--- src/rtl/prefix_adder_pkg.sv ---
// rtl/prefix_adder_pkg.sv - shared types, id-width helper and operand slice macro
package prefix_adder_pkg;

  typedef enum logic {
    EMPTY = 1'b0,
    FULL  = 1'b1
  } ostate_t;

  // Ceil-log2 that never returns less than 1, so a requester index always has a bit.
  function automatic int id_width(input int n);
    int r;
    r = 0;
    while ((1 << r) < n) r++;
    return (r < 1) ? 1 : r;
  endfunction

endpackage

`define PA_SLICE(i, w) (i)*(w) +: (w)

--- src/rtl/prefix_adder.sv ---
// rtl/prefix_adder.sv - combinational Kogge-Stone adder, {cout,s} = a + b + cin
module prefix_adder #(
  parameter int width = 8
) (
  input  logic [width-1:0] a,
  input  logic [width-1:0] b,
  input  logic             cin,
  output logic [width-1:0] s,
  output logic             cout
);

  localparam int levels = (width > 1) ? $clog2(width) : 0;

  logic [width-1:0] hp, g, p, gn, pn, c;

  always_comb begin
    hp = a ^ b;
    g  = a & b;
    // Fold carry-in into bit 0 so every prefix G[i] is the carry out of bit i.
    g[0] = g[0] | (hp[0] & cin);
    p  = hp;
    gn = g;
    pn = p;
    for (int l = 0; l < levels; l++) begin
      gn = g;
      pn = p;
      for (int i = (1 << l); i < width; i++) begin
        gn[i] = g[i] | (p[i] & g[i - (1 << l)]);
        pn[i] = p[i] & p[i - (1 << l)];
      end
      g = gn;
      p = pn;
    end
    c    = '0;
    c[0] = cin;
    for (int i = 1; i < width; i++) c[i] = g[i-1];
    s    = hp ^ c;
    cout = g[width-1];
  end

endmodule

--- src/rtl/rr_priority_picker.sv ---
// rtl/rr_priority_picker.sv - round-robin picker using a doubled request vector
module rr_priority_picker import prefix_adder_pkg::*; #(
  parameter int nreq = 4,
  parameter int idw  = id_width(nreq)
) (
  input  logic [nreq-1:0] req,
  input  logic [idw-1:0]  ptr,
  output logic [nreq-1:0] grant,
  output logic [idw-1:0]  idx,
  output logic            any
);

  logic [2*nreq-1:0] dbl;
  logic [nreq-1:0]   rot;
  logic [idw-1:0]    off;
  logic [idw:0]      sum;

  always_comb begin
    dbl = {req, req};
    rot = nreq'(dbl >> ptr);
    any = |req;
    off = '0;
    for (int i = nreq - 1; i >= 0; i--) begin
      if (rot[i]) off = idw'(i);
    end
    sum = {1'b0, ptr} + {1'b0, off};
    if (sum >= (idw+1)'(nreq)) sum = sum - (idw+1)'(nreq);
    idx   = sum[idw-1:0];
    grant = '0;
    if (any) grant[idx] = 1'b1;
  end

endmodule

--- src/rtl/prefix_adder_arbiter.sv ---
// rtl/prefix_adder_arbiter.sv - round-robin sharing of one prefix adder with a one-deep result register
module prefix_adder_arbiter import prefix_adder_pkg::*; #(
  parameter int  width = 8,
  parameter int  nreq  = 4,
  localparam int idw   = id_width(nreq)
) (
  input  logic                  clk,
  input  logic                  rst_n,
  input  logic [nreq-1:0]       req_valid,
  output logic [nreq-1:0]       req_ready,
  input  logic [nreq-1:0]       req_cin,
  input  logic [nreq*width-1:0] req_a,
  input  logic [nreq*width-1:0] req_b,
  output logic                  rsp_valid,
  input  logic                  rsp_ready,
  output logic [idw-1:0]        rsp_id,
  output logic [width-1:0]      rsp_s,
  output logic                  rsp_cout
);

  ostate_t          state;
  logic [idw-1:0]   rr_ptr, win;
  logic [nreq-1:0]  grant;
  logic             any, accept, op_cin, cout;
  logic [width-1:0] op_a, op_b, sum;

  rr_priority_picker #(.nreq(nreq)) u_picker (
    .req   (req_valid),
    .ptr   (rr_ptr),
    .grant (grant),
    .idx   (win),
    .any   (any)
  );

  // Gated by rst_n so no requester sees a handshake while held in reset.
  assign accept    = rst_n && any && ((state == EMPTY) || rsp_ready);
  assign req_ready = accept ? grant : '0;
  assign rsp_valid = (state == FULL);

  assign op_a   = req_a[`PA_SLICE(win, width)];
  assign op_b   = req_b[`PA_SLICE(win, width)];
  assign op_cin = req_cin[win];

  prefix_adder #(.width(width)) u_adder (
    .a    (op_a),
    .b    (op_b),
    .cin  (op_cin),
    .s    (sum),
    .cout (cout)
  );

  always_ff @(posedge clk or negedge rst_n) begin
    if (!rst_n) begin
      state    <= EMPTY;
      rr_ptr   <= '0;
      rsp_id   <= '0;
      rsp_s    <= '0;
      rsp_cout <= 1'b0;
    end else if (accept) begin
      state    <= FULL;
      rsp_id   <= win;
      rsp_s    <= sum;
      rsp_cout <= cout;
      rr_ptr   <= (win == idw'(nreq - 1)) ? '0 : win + 1'b1;
    end else if (rsp_ready) begin
      state <= EMPTY;
    end
  end

endmodule

--- config.mk ---
export PLATFORM = sky130hd
export DESIGN_NAME = prefix_adder_arbiter
export DESIGN_NICKNAME = d
export VERILOG_FILES = /design/src/rtl/prefix_adder_pkg.sv /design/src/rtl/prefix_adder.sv /design/src/rtl/rr_priority_picker.sv /design/src/rtl/prefix_adder_arbiter.sv
export SDC_FILE = /design/constraint.sdc
export NUM_CORES = 1
export LEC_CHECK = 0
export ABC_AREA = 0
export BUFFER_PORTS_ARGS = -buffer_cell sky130_fd_sc_hd__buf_2
export CAP_MARGIN = 10
export CORE_UTILIZATION = 49
export CTS_CLUSTER_SIZE = 8
export DETAILED_ROUTE_END_ITERATION = 8
export GPL_TIMING_DRIVEN = 0
export PLACE_DENSITY = 0.95
export REMOVE_ABC_BUFFERS = 1
export SLEW_MARGIN = 15
export SYNTH_ARGS = -nofsm -noshare
export SYNTH_HDL_FRONTEND = slang
export SYNTH_SLANG_ARGS = --single-unit
--- constraint.sdc ---
create_clock -name clk -period 8.1 [get_ports clk]
set_clock_uncertainty 0.2 [all_clocks]
set_input_delay 0.405 -clock clk [delete_from_list [all_inputs] [get_ports clk]]
set_output_delay 0.405 -clock clk [all_outputs]
set_load 0.03 [all_outputs]
==> metrics.txt <==
chip width 59.9 um; area of the multi-input gates about 1200 um2; Hold Path Class in2reg; Setup violations, final 0; largest family of logic cells by synthesized area multiplexers; post-synthesis mux area share between 20% and 30%; flip-flop and latch area about 350 um2; number of gates resized after cts 0; Synth Area in XOR/XNOR under 10%; Sink Count 14; Clock Root Buffer clkbuf_4; WL/cell 12.4 um; critical-path cell with the highest stage delay ha_1; Worst Setup End Kind register; post-route ant nets 0; H-tree levels 1; Post-Syn Area ~1600 um2; fraction of registers with async set/reset 100%; FILL cells 272; Achievable Freq roughly 0.23 GHz; biggest cell delay along the critical path a little over 0.9 ns; Sw Share between 40 and 50%; CTS clk-pin slew, worst paths ~0.080 ns; Crit path buffers/inverters 0; adder-cell share of the synthesized area around 12%; post-synth cell types approximately 40; Clk pwr share 3.5%; CP top delay family adder cells; core area roughly 3100 um2; slew margin rel. a little under two fifths; Critical Path AT approximately 4.3 ns; Util after Layout approximately 69%; DR DRC count 0; Static Leak roughly 1.1 nW; cell count after synthesis 160; synthesized area per cell just over 10 um2; ys flop type dfrtp_1; top post-synthesis cells by area mux4_1 27%, dfrtp_1 21%, ha_1 9.2%, inv_1 4.8%, nand2_1 3.9%; initial antenna violation count 0; sequential share of the synthesized area between 20% and 30%; total gr overflow 0; floorplan row count 20; Crit path top cell by count a21oi_1; commonest non-fill, non-tap cells in the layout 90 x buf_2, 21 x inv_1, 17 x nand2_1, 17 x mux4_1, 14 x dfrtp_1; crit path max fanout 21; first-pass GRT wire length about 5600 um; final WL 3580 um; TritonCTS clock tree built; hpwl dp between 2000 and 3000 um; Reg power frac between 10% and 20%; die area between 3000 and 4000 um2; CTS buffer count 3; RSZ-0062 raised after global routing false; compound-cell area share of the yosys netlist about an eighth; NumNets Final 336; DR vias/cell around 5.5; post-synth top area cell mux4_1; share of the synthesized area in the top cell type approximately 27%; Ys Warns 0; Fin. Hold Viols 0; # IOs between 90 and 100; Req. time, crit path 8.06 ns; Starting Density 52.9%; largest net degree at the start of global routing 23; share of post-route cells with drive strength above 1 around 40%; Post-synth EDFFs 0; P_sw ~0.55 mW; fin. max-slew vios 0; gpl congestion just over 0.7; actual slew at the worst max-slew pin between 0.9 and 1 ns; simple-gate share of the synthesized area 13.5%; post-layout minimum cycle time approximately 4.4 ns; DRT iter0 DRCs around 60; outcome finished, final reports clean; Tot GR Track Use 20.8%; worst path cell trace nor3b_1 -> a21oi_1 -> o211ai_1 -> ha_1 -> mux4_1 -> fa_1 -> a21o_1 -> a21oi_1 -> o21ai_0 -> o211a_1 -> o41a_1; MaxCap Viol Count 0; CTS Buffer Depth 2; Final Cycle Share between 50 and 60%; buffers added on ports 90; Pwr Total 1.11 mW; Worst Hold Slack around 0.23 ns; vias in the first global route between 1000 and 1500; critical path launch point type register; CP Class reg2reg; IR drop worst, VDD 0.000334 V; # diodes 0; Synth Register Bits 14; via count about 1600; First-pass DRT Iterations 4; Skew-Pair Late Insertion Delay between 0.2 and 0.3 ns; setup_tns 0 ns; Comb pwr share ~85%; die height 59.9 um; Int Power between 0.5 and 0.6 mW; commonest non-fill, non-tap cell in the layout buf_2; area growth from synthesis to layout 29.9%; PD cells around 520 nW/um2
## repair_timing
| item | in CTS | in global routing |
|---|---|---|
| buffers inserted | 0 | 0 |
| endpoints found under the hold margin | 14 | 0 |
| hold buffers | 1 | 0 |
## worst paths after layout
path                                       startpoint               endpoint  slack, ns  cells past startpoint
worst max-delay path            rr_ptr[0]$_DFFE_PN0P_   rsp_cout$_DFFE_PN0P_       3.75                     11
worst min-delay path                        rsp_ready  rsp_valid$_DFFE_PN0P_       0.23                      3
worst max register to register  rr_ptr[0]$_DFFE_PN0P_   rsp_cout$_DFFE_PN0P_       3.75                     11
worst min register to register  rsp_id[0]$_DFFE_PN0P_  rsp_id[0]$_DFFE_PN0P_       0.28                      2
max in group asynchronous                       rst_n  rsp_id[0]$_DFFE_PN0P_       7.11                      2
min in group asynchronous                       rst_n  rsp_id[1]$_DFFE_PN0P_       0.34                      2
## power by group through the flow
| stage | Clock, mW | Combinational (mW) | Sequential [mW] |
|---|---|---|---|
| after floorplan | 0 | 0.688 | 0.184 |
| after CTS | 0.0389 | 0.953 | 0.130 |
| after global placement | 0 | 0.901 | 0.130 |
| after detailed placement | 0 | 0.949 | 0.132 |
| final | 0.0387 | 0.946 | 0.130 |
| after global routing | 0.0405 | 1.05 | 0.135 |
## worst reg2reg max path, delay by kind of cell, from the launching register on
family                   cells  cell delay, ns
AO/OA/AOI/OAI                7            1.22
multiplexers                 1            0.72
flip-flops                   1            0.51
AND/OR/NAND/NOR              1            0.20
adder cells (fa/ha/maj)      2            1.39
## layer usage
metal,wire length (um),up-vias,share of wire [%],GRT usage [%]
met5,0,-,0,0
met4,76,0,2.1,11.0
met3,216,8,6.0,2.38
met2,1870,80,52,38.7
met1,1410,729,39,22.9
li1,-,768,-,-
## area by class of cell
| type | instances | share of cell area (%) |
|---|---|---|
| Multi-Input combinational cell | 115 | 54.1 |
| Tap cell | 44 | 2.58 |
| Inverter | 21 | 3.70 |
| Clock buffer | 3 | 1.06 |
| Timing Repair Buffer | 92 | 22.1 |
| Sequential cell | 14 | 16.4 |
## stage by stage
stage / instances / setup slack [ns] / cell area, um2
2_1_floorplan: 150 / 3.82 / 1570
3_3_place_gp: 284 / 3.01 / 2080
3_5_place_dp: 285 / 3.65 / 2100
4_1_cts: 289 / 3.73 / 2130
5_1_grt: 289 / 3.53 / 2130
6_report: 289 / 3.75 / 2130
## sequential cells by signal, summed over array words and instances, names as in the netlist
name / flops
rsp_id: 2
rsp_cout: 1
rsp_s: 8
rsp_valid: 1
rr_ptr: 2
## cell families (layout without fill, tap and decap cells)
group	after synthesis	after routing
compound gates	31	31
fa+ha+maj	14	14
xor+xnor	5	5
buf+inv	31	116
simple gates	45	45
mux	20	20
flops	14	14
## synthesized netlist by cell type, drive strengths merged (2+ instances only)
cell,instances
nand2b,3
o21ai,9
nor3,3
mux4,17
nor2,6
nor2b,4
a21oi,4
o311ai,2
o211ai,2
o31ai,3
inv,21
a31oi,2
fa,2
nand2,17
ha,12
clkbuf,4
and2,5
buf,6
xnor2,5
dfrtp,14
mux2i,2
No activity file was read; power rests on OpenSTA's default activity.
